`config.mk`:
```
export PLATFORM = sky130hd
export DESIGN_NAME = rr_mux_arbiter
export DESIGN_NICKNAME = d
export VERILOG_FILES = /design/src/rtl/rr_mux_arbiter.sv
export SDC_FILE = /design/constraint.sdc
export NUM_CORES = 1
export LEC_CHECK = 0
export ABC_AREA = 0
export CORE_ASPECT_RATIO = 1.1
export CORE_UTILIZATION = 50
export DETAILED_ROUTE_END_ITERATION = 10
export DONT_BUFFER_PORTS = 1
export HOLD_SLACK_MARGIN = 0.15
export SLEW_MARGIN = 10
export SYNTH_ARGS = -nofsm -noshare
export SYNTH_HDL_FRONTEND = slang
export SYNTH_SLANG_ARGS = --single-unit
```
`constraint.sdc`:
```
create_clock -name clk -period 4.5 [get_ports clk]
set_input_delay 0.225 -clock clk [delete_from_list [all_inputs] [get_ports clk]]
set_output_delay 0.225 -clock clk [all_outputs]
set_load 0.02 [all_outputs]
```
`src/rtl/rr_mux_arbiter.sv`:
```
// rr_mux_arbiter: round-robin arbiter for two valid/ready sources feeding a
// 2:1 data mux, with a 1-entry registered output stage and saturating
// per-source transfer counters. sel=1 selects source A.
module rr_mux_arbiter #(
   parameter int unsigned DATA_W = 8,
   parameter int unsigned CNT_W  = 16
) (
   input  logic              clk,
   input  logic              reset,
   input  logic              a_valid,
   input  logic [DATA_W-1:0] a_data,
   output logic              a_ready,
   input  logic              b_valid,
   input  logic [DATA_W-1:0] b_data,
   output logic              b_ready,
   output logic              sel,
   output logic              out_valid,
   output logic [DATA_W-1:0] out_data,
   output logic              out_src,
   input  logic              out_ready,
   output logic [CNT_W-1:0]  cnt_a,
   output logic [CNT_W-1:0]  cnt_b
);

   localparam logic [CNT_W-1:0] CntMax = '1;
   localparam logic [CNT_W-1:0] CntOne = CNT_W'(1);

   // pri=1 favours A in the next contest, pri=0 favours B
   logic pri;

   logic loadEn;
   logic grantA;
   logic xferA;
   logic xferB;
   logic xfer;

   // Grant and handshake: contested grants follow pri; an idle cycle holds pri on sel
   always_comb begin
      loadEn = !out_valid | out_ready;
      grantA = pri;
      if (a_valid && !b_valid) begin
         grantA = 1'b1;
      end else if (!a_valid && b_valid) begin
         grantA = 1'b0;
      end
      sel     = grantA;
      xferA   = loadEn & a_valid & grantA;
      xferB   = loadEn & b_valid & !grantA;
      xfer    = xferA | xferB;
      a_ready = xferA;
      b_ready = xferB;
   end

   // Output stage and priority: load the winner, or drain when the consumer takes the item
   always_ff @(posedge clk) begin
      if (reset) begin
         out_valid <= 1'b0;
         out_data  <= '0;
         out_src   <= 1'b0;
         pri       <= 1'b1;
      end else if (xfer) begin
         out_valid <= 1'b1;
         out_data  <= grantA ? a_data : b_data;
         out_src   <= grantA;
         pri       <= !grantA;
      end else if (out_ready) begin
         out_valid <= 1'b0;
      end
   end

   // Saturating transfer counters, one per source
   always_ff @(posedge clk) begin
      if (reset) begin
         cnt_a <= '0;
         cnt_b <= '0;
      end else begin
         if (xferA && (cnt_a != CntMax)) begin
            cnt_a <= cnt_a + CntOne;
         end
         if (xferB && (cnt_b != CntMax)) begin
            cnt_b <= cnt_b + CntOne;
         end
      end
   end

endmodule
```
# Word-level counts from Yosys, hierarchy flattened
# Index checks and enable logic that the tools add are counted.
# W data, S select, Z words.
dict set report totals {
  register_bits 43
  latchBits 0
  ram_bits 0
  romBits 0
  in_bits 21
  out_inout_bits 45
  elab_cells 30
  n_memories 0
}
dict set report op_classes {
  add_sub_neg 2
  multipliers 0
  n_div 0
  order_cmp 0
  eq_ne 2
  shift 0
  muxes 5
  bitwise_logic 6
  n_reduce_logical 9
}
# op count
set ops {}
lappend ops {{$add A16 B1 Y16 const B} 2}
lappend ops {{$ne A16 B16 Y1 const B} 2}
lappend ops {{$mux W8} 1}
lappend ops {{$and A1 B1 Y1} 4}
lappend ops {{$logic_and A1 B1 Y1} 4}
lappend ops {{$logic_not A1 Y1} 4}
lappend ops {{$mux W1} 4}
lappend ops {{$or A1 B1 Y1} 2}
lappend ops {{$reduce_bool A2 Y1} 1}

# Longest topological paths before layout
# Gate-level depths: netlist of run 1.
dict set report depth {
  word_depth 8
  mapped_depth 8
  mapped_depth_nobuf 6
}

# Worst setup path before layout of run 1
# Ideal clock, no wire load.
dict set report synth_path {
  path_kind {reg2reg}
  startpoint {register cnt_b[0]}
  endpoint {register cnt_b[15]}
  setup_time_ps 70
  t_arrival_ps 1839
  required_time_ps 4430
  slack_ps 2591
  stages_incl_launch_ff 7
  path_buffers 0
  synth_period_minus_slack_ps 1909
  cell_sequence {dfxtp_1 -> ha_1 -> nand3_1 -> nor4_4 -> or3_4 -> or4_1 -> a21oi_1}
}
dict set report synth_via {
  elab_chain_cells 2
  elab_cells_between_ends 3
  cone_classes {add/sub (1); eq/ne (1); reduce/logical (1)}
}
# element line
set synth_lines {}
lappend synth_lines {{start: declaration} 22} ;# output logic [CNT_W-1:0] cnt_b
lappend synth_lines {{start signal: assignment} 81} ;# cnt_b <= cnt_b + CntOne;
lappend synth_lines {{branches (longest 2 deep; another with $add A16 B1 Y16)} --}
# Several ways; the timed one is not identified.
# A chain may end at the register's enable or synchronous reset.

# Final worst setup path of run 1
dict set report layout_path {
  startpoint {register cnt_b[0]}
  endpoint {register cnt_b[7]}
}
# Same word-level chain as after synthesis.

==> metrics.cfg, run 1 <==
[final_layout]
synth_to_final_area_change_pct = 8.150
n_antenna_cell = 0
final.fill_count = 355
multi_input_area_sq_um = 1165
flip_flop_and_latch_area_sq_um = 860.8
postLayoutCellArea_sq_um = 2275
final_net_count = 268
post_route_cells_drive_above_1_share_pct = 7.317

[critical_path]
cp-start-kind = flip-flop
crit_family = simple AND/OR/NAND/NOR gates
timing_worst_setup_path_type = reg2reg
critical-path-slowest-cell = sky130_fd_sc_hd__nor4_4
worst-path-buf-inv = 0
setup.worst_path.end_class = flip-flop
worst_path_largest_cell_delay_ns = 0.60
timing.critical_path.fanout_max = 9
arrival_ns = 2.33
cell_breakdown_of_the_critical_path = ha_1, nand3_1, nor4_4, or3_4, xor2_1, nor2_1
cp_data_required_time_ns = 4.68

[sta]
rsz0062_at_grt = false
period_minus_slack_ns = 2.149
worst_slew_margin_rel_pct = 32.33
drv_slew = 0
finalSetupTns_ns = 0
finalSetupViolations = 0
worst_slew_pin_slew_ns = 1.013
report.final.hold_viol_count = 0
clock.fmax_mhz = 465.3
worst_clock_skew_ns = 0.006030
fin_crit_sh_pct = 47.76

[logic_synthesis]
synthesis.area_per_instance_sq_um = 8.655
post-synth-top-area-fraction_pct = 40.93
synthesis.instances = 243
yosys_most_used_dff = sky130_fd_sc_hd__dfxtp_1
ys_ff_latch = 43
synth_area_sq_um = 2103
count_of_flip_flops_with_a_built_in_enable_after_synthesis = 0
synth_area_leaders = sky130_fd_sc_hd__dfxtp_1 (41%), sky130_fd_sc_hd__xnor2_1 (7.9%), sky130_fd_sc_hd__nor2_1 (7.1%)
synth.net_count = 266
synth-async-reset-ratio_pct = 0
synth.lib_cells_used.distinct = 38
yosysWarnings = 0
synth_largest_area_cell = sky130_fd_sc_hd__dfxtp_1
seq_area_frac_synth_pct = 40.93
post-synth-top-count-cell = sky130_fd_sc_hd__dfxtp_1
post_synth_most_frequent_cells = sky130_fd_sc_hd__dfxtp_1 (43), sky130_fd_sc_hd__nor2_1 (40), sky130_fd_sc_hd__xnor2_1 (19)

[route]
number_of_detailed_routing_iterations_run_before_antenna_repair = 4
routed-via-count = 1777
route.final.wire_length_microns = 4474
antenna_left = 0
drc_violations_left = 0
routed_via_density = 5.963
drt_iter0_drc = 135
post_drt_wl_per_cell_microns = 15.01

[placement]
postPlaceCellArea_sq_um = 2117
io_buffers = 0
gp_routability_congestion = 0.8504
post-dp-hpwl_microns = 3197

[outcome]
outcome = finished, final reports clean

[power_and_ir_drop]
max-vdd-ir-drop_mv = 0.1762
cellLeakagePower_nw = 0.7841
share_seq_of_total_power_pct = 53.6
pwr-share-comb_pct = 7.3
power_density_nw_per_um2 = 343.5
switching_share_pct = 23.84
net-switching-power_mw = 0.1863
clockPowerShare_pct = 39.1
p_int_mw = 0.5950
finalPower_mw = 0.7812

[floorplanning]
floorplan.die.height_microns = 70.03
floorplan.rows = 24
start_util_pct = 52.66
fp.coreArea_sq_um = 3994
top_level_ports = 66
dieArea_sq_um = 4470
die-width_microns = 63.84

[global_routing]
pin_count_of_the_biggest_net_entering_global_routing = 43
gr-total-overflow = 0
globalRouteTotalUtil_pct = 22.13
grt_first_pass_wirelength_microns = 7907
grt_antenna_before_repair = 0
grt_pass1_vias = 1820

[cts]
cts_tree = done
cts-hold-fix-buffers = 3
clock_tree.buffer_depth = 2
clk_pin_slew_worst_paths_ns = 0.08
cts.htree.levels = 2
clk-insertion-delay-late_ns = 0.29
cts_setup_buffers = 0
root_buffer = sky130_fd_sc_hd__clkbuf_8
postCtsResizedCells = 0
cts_made_buffers = 5
number_of_clock_sinks_seen_by_cts = 43

[job]
max-cap-violations = 0

[worst_hold_path]
hold_path_class = in2reg

[placed cells by master (no fill, tap or decap), types with 5 or more instances in the layout]
master,Yosys,routed
sky130_fd_sc_hd__nand4_1,9,9
sky130_fd_sc_hd__dfxtp_1,43,43
sky130_fd_sc_hd__nor4_1,8,8
sky130_fd_sc_hd__mux2i_1,10,10
sky130_fd_sc_hd__nor2_1,40,40
sky130_fd_sc_hd__xnor2_1,19,19
sky130_fd_sc_hd__nand3_1,17,17
sky130_fd_sc_hd__a21oi_1,9,9
sky130_fd_sc_hd__a211oi_1,9,9
sky130_fd_sc_hd__nand2_1,13,13
sky130_fd_sc_hd__clkbuf_8,2,6
sky130_fd_sc_hd__nor3_1,14,14
sky130_fd_sc_hd__inv_1,5,5
[final timing paths]
check	slack, ns	cells past startpoint	start	endpoint
worst max-delay path	2.35	6	cnt_b[0]	cnt_b[7]
worst min-delay path	0.16	2	reset	cnt_b[14]
worst max register to register	2.35	6	cnt_b[0]	cnt_b[7]
worst min register to register	0.60	2	out_data[5]	out_data[5]
[logic make-up (layout without fill, tap and decap cells)]
group	Yosys count	in the layout	synth area share, %
and+or+nand+nor	125	125	31.95
adders and majority gates	2	2	1.190
DFF	43	43	40.93
muxes	11	11	5.295
xor gates and xnor gates	23	23	9.577
AOI/OAI and AO/OA	25	25	7.376
buffers and inverters	14	17	3.689
[layout make-up]
cell class | count | area share (%)
Timing Repair Buffer | 4 | 2.090
Multi-Input combinational cell | 186 | 51.21
Clock inverter | 2 | 1.540
Tap cell | 52 | 2.860
Sequential cell | 43 | 37.84
Clock buffer | 6 | 3.630
Inverter | 5 | 0.8251
[routing by layer]
| metal | vias to the layer above | global-route usage (%) | share of wire [%] | routed length, microns |
|---|---|---|---|---|
| met5 | - | 0 | 0 | 0 |
| met4 | 0 | 8.333 | 1.4 | 61 |
| met3 | 7 | 8.497 | 6.9 | 307 |
| met2 | 65 | 39.60 | 53 | 2360 |
| met1 | 833 | 22.94 | 39 | 1745 |
| li1 | 872 | - | - | - |
[stage by stage]
stage	std cells	setup WS [ns]	utilization (%)	hold slack, ns
6_report	298	2.351	56.95	0.1638
4_1_cts	298	2.360	56.95	0.1551
3_5_place_dp	287	2.376	53.01	0.3029
5_1_grt	298	2.210	56.95	0.1607
3_3_place_gp	287	2.438	53.01	0.2993
2_1_floorplan	243	2.591	-	0.4007
[state kept, by name (all words and copies together) (netlist names)]
| register | cells |
|---|---|
| cnt_a | 16 |
| out_valid | 1 |
| out_data | 8 |
| out_src | 1 |
| cnt_b | 16 |
| pri | 1 |
[power groups by stage]
stage,Combinational [mW],Clock [mW],Sequential [mW]
floorplan,0.0486,0,0.425
finish,0.0569,0.306,0.419
global placement,0.0458,0,0.427
CTS,0.0572,0.316,0.419
global route,0.0642,0.334,0.420
detailed placement,0.0479,0,0.428
No activity file was read; power rests on OpenSTA's default activity.
==> inputs of run 2 (changes only) <==
ABC_AREA = 1   (was 0)
clock period = 2 ns   (was 4.5 ns; I/O delays follow)
==> metrics.cfg, run 2 <==
[outcome]
outcome = finished, final reports clean  ; unchanged

[logic_synthesis]
post_synth_most_frequent_cells = sky130_fd_sc_hd__nand2_1 (104), sky130_fd_sc_hd__nor2_1 (75), sky130_fd_sc_hd__dfxtp_1 (43)  ; was sky130_fd_sc_hd__dfxtp_1 (43), sky130_fd_sc_hd__nor2_1 (40), sky130_fd_sc_hd__xnor2_1 (19)
post-synth-top-area-fraction_pct = 36.95  ; was 40.93%
synth.lib_cells_used.distinct = 25  ; was 38
synth_largest_area_cell = sky130_fd_sc_hd__dfxtp_1  ; unchanged
synthesis.area_per_instance_sq_um = 6.314  ; was 8.655 sq um
synth_area_leaders = sky130_fd_sc_hd__dfxtp_1 (37%), sky130_fd_sc_hd__nand2_1 (17%), sky130_fd_sc_hd__nor2_1 (12%)  ; was sky130_fd_sc_hd__dfxtp_1 (41%), sky130_fd_sc_hd__xnor2_1 (7.9%), sky130_fd_sc_hd__nor2_1 (7.1%)
yosysWarnings = 0  ; unchanged
post-synth-top-count-cell = sky130_fd_sc_hd__nand2_1  ; was sky130_fd_sc_hd__dfxtp_1
synth.net_count = 392  ; was 266
yosys_most_used_dff = sky130_fd_sc_hd__dfxtp_1  ; unchanged
synthesis.instances = 369  ; was 243
synth_area_sq_um = 2330  ; was 2103 sq um
count_of_flip_flops_with_a_built_in_enable_after_synthesis = 0  ; unchanged
seq_area_frac_synth_pct = 36.95  ; was 40.93%
synth-async-reset-ratio_pct = 0  ; unchanged
ys_ff_latch = 43  ; unchanged

[sta]
worst_slew_margin_rel_pct = 69.90  ; was 32.33%
worst_slew_pin_slew_ns = 0.4505  ; was 1.013 ns
drv_slew = 0  ; unchanged
report.final.hold_viol_count = 0  ; unchanged
rsz0062_at_grt = false  ; unchanged
finalSetupTns_ns = 0  ; unchanged
clock.fmax_mhz = 580.9  ; was 465.3 MHz
worst_clock_skew_ns = 0.004077  ; was 0.006030 ns
fin_crit_sh_pct = 86.08  ; was 47.76%
finalSetupViolations = 0  ; unchanged
period_minus_slack_ns = 1.722  ; was 2.149 ns

[final_layout]
multi_input_area_sq_um = 1290  ; was 1165 sq um
n_antenna_cell = 0  ; unchanged
largest_registers = cnt_a (16), cnt_b (16), out_data (8)  ; unchanged
flip_flop_and_latch_area_sq_um = 860.8  ; unchanged
final.fill_count = 425  ; was 355
final_net_count = 437  ; was 268
synth_to_final_area_change_pct = 21.80  ; was 8.150%
mostFrequentLayoutCell = sky130_fd_sc_hd__nand2_1  ; was sky130_fd_sc_hd__dfxtp_1
final_cell_count_no_fill = 468  ; was 298
most-common-layout-cells = sky130_fd_sc_hd__nand2_1 (104), sky130_fd_sc_hd__nor2_1 (75), sky130_fd_sc_hd__dfxtp_1 (43)  ; was sky130_fd_sc_hd__dfxtp_1 (43), sky130_fd_sc_hd__nor2_1 (40), sky130_fd_sc_hd__xnor2_1 (19)
post_route_cells_drive_above_1_share_pct = 13.04  ; was 7.317%

[critical_path]
timing.critical_path.fanout_max = 7  ; was 9
worst-r2r-setup-slack_ns = 0.28  ; was 2.35 ns
crit-reg2reg-launch = cnt_b[1]  ; was cnt_b[0]
regToRegEndpoint = cnt_b[2]  ; was cnt_b[7]
arrival_ns = 1.91  ; was 2.33 ns
r2r.worst_path.cells = 9  ; was 6
timing_worst_setup_path_type = reg2reg  ; unchanged
setup.worst_path.end_class = flip-flop  ; unchanged
cp_data_required_time_ns = 2.19  ; was 4.68 ns
cp-start-kind = flip-flop  ; unchanged

[power_and_ir_drop]
cellLeakagePower_nw = 1.192  ; was 0.7841 nW
max-vdd-ir-drop_mv = 0.5159  ; was 0.1762 mV
power_density_nw_per_um2 = 634.8  ; was 343.5 nW/um^2

[worst_hold_path]
worstHoldPathCells = 3  ; was 2
startpoint_of_the_worst_hold_path = a_valid  ; was reset
hold_path_class = in2reg  ; unchanged
hold-path-endpoint = out_src  ; was cnt_b[14]

[placement]
post-dp-hpwl_microns = 4136  ; was 3197 microns
placed_cells_incl_taps = 442  ; was 287
gp_routability_congestion = 0.9133  ; was 0.8504
io_buffers = 0  ; unchanged

[cts]
clk-insertion-delay-late_ns = 0.28  ; was 0.29 ns
cts_made_buffers = 5  ; unchanged
cts_setup_buffers = 0  ; unchanged
number_of_clock_sinks_seen_by_cts = 43  ; unchanged
cts.htree.levels = 2  ; unchanged
cts_tree = done  ; unchanged
postCtsResizedCells = 0  ; unchanged
clk_pin_slew_worst_paths_ns = 0.08  ; about the same
root_buffer = sky130_fd_sc_hd__clkbuf_8  ; unchanged
clock_tree.buffer_depth = 2  ; unchanged

[floorplanning]
start_util_pct = 53.20  ; was 52.66%
fp.coreArea_sq_um = 4379  ; was 3994 sq um
floorplan.die.height_microns = 73.59  ; was 70.03 microns
floorplan.rows = 25  ; was 24
die-width_microns = 67.09  ; was 63.84 microns
dieArea_sq_um = 4937  ; was 4470 sq um
top_level_ports = 66  ; unchanged

[global_routing]
grt_first_pass_wirelength_microns = 9591  ; was 7907 microns
globalRouteTotalUtil_pct = 25.39  ; was 22.13%
grt_pass1_vias = 2160  ; was 1820
pin_count_of_the_biggest_net_entering_global_routing = 31  ; was 43
gr-total-overflow = 0  ; unchanged
grt_antenna_before_repair = 0  ; unchanged

[route]
route.final.wire_length_microns = 5889  ; was 4474 microns
drt_iter0_drc = 159  ; was 135
routed-via-count = 2444  ; was 1777
number_of_detailed_routing_iterations_run_before_antenna_repair = 4  ; unchanged
drc_violations_left = 0  ; unchanged
post_drt_wl_per_cell_microns = 12.58  ; was 15.01 microns
routed_via_density = 5.222  ; was 5.963
antenna_left = 0  ; unchanged

[job]
max-cap-violations = 0  ; unchanged

==> run 2: worst max-delay path by stage <==
| stage | startpoint | to | slack, ns | cells past startpoint |
|---|---|---|---|---|
| floorplan | cnt_a[1] | cnt_a[11] | 0.43 | 7 |
| global placement | cnt_b[1] | cnt_b[2] | 0.32 | 9 |
| detailed placement | cnt_b[1] | cnt_b[2] | 0.30 | 9 |
| CTS | cnt_b[1] | cnt_b[2] | 0.28 | 9 |
| global route | cnt_b[1] | cnt_b[2] | 0.08 | 9 |
| finish | cnt_b[1] | cnt_b[2] | 0.28 | 9 |
==> run 2: final cells by class <==
class | instances | area share (%)
clock inverter | 1 | 1.058
sequential | 43 | 30.34
clock buffer | 6 | 2.557
inverter | 35 | 4.630
multi-input combinational | 284 | 45.46
timing repair buffer | 45 | 13.58
tap | 54 | 2.381
==> run 2: kinds of logic (layout without fill, tap and decap cells) <==
| group | Yosys count | after routing | synth area share, % |
|---|---|---|---|
| and+or+nand+nor | 235 | 235 | 43.39 |
| AOI/OAI and AO/OA | 46 | 46 | 10.53 |
| adders and majority gates | 2 | 2 | 1.074 |
| xor gates and xnor gates | 1 | 1 | 0.3760 |
| DFF | 43 | 43 | 36.95 |
| buffers and inverters | 42 | 87 | 7.680 |
==> run 2: worst max-delay path, cell delays in order, from the launching register on <==
cell and delay (ns):
sky130_fd_sc_hd__dfxtp_1 0.40, sky130_fd_sc_hd__ha_1 0.25, sky130_fd_sc_hd__nand3_1 0.13, sky130_fd_sc_hd__inv_1 0.06, sky130_fd_sc_hd__nand2_1 0.14, sky130_fd_sc_hd__nor2_2 0.07
sky130_fd_sc_hd__nor2_1 0.34, sky130_fd_sc_hd__nand3_1 0.12, sky130_fd_sc_hd__nand2_1 0.08, sky130_fd_sc_hd__nor2_1 0.04
==> run 2: stage by stage <==
stage          power [mW]  utilization [%]  worst slack (ns)  hold slack (ns)  cell area [sq um]
2_1_floorplan       1.087                -            0.4336           0.1691               2330
3_3_place_gp        1.124            58.11            0.3174           0.1703               2545
3_5_place_dp        1.127            58.11            0.2965           0.1721               2545
4_1_cts             1.810            64.80            0.2792           0.1836               2838
5_1_grt             1.875            64.80           0.07835           0.2037               2838
6_report            1.801            64.80            0.2785           0.1844               2838
==> run 2: per-layer routing <==
| layer | up-vias | wire length [microns] | global-route usage, % | share of wire, % |
|---|---|---|---|---|
| li1 | 1279 | - | - | - |
| met1 | 1083 | 2594 | 32.29 | 44 |
| met2 | 78 | 2858 | 42.11 | 49 |
| met3 | 4 | 387 | 6.988 | 6.6 |
| met4 | 0 | 48 | 5.910 | 0.82 |
| met5 | - | 0 | 0 | 0 |
==> run 2: report_power, final <==
group / internal (mW) / switching [mW]
combinational: 0.0769 / 0.125
sequential: 0.888 / 0.0516
clock: 0.367 / 0.294
==> run 2: timing repair <==
action / CTS / global route
endpoints found under the setup margin: 0 / 0
hold endpoints to repair: 19 / 0
hold buffers: 19 / 0
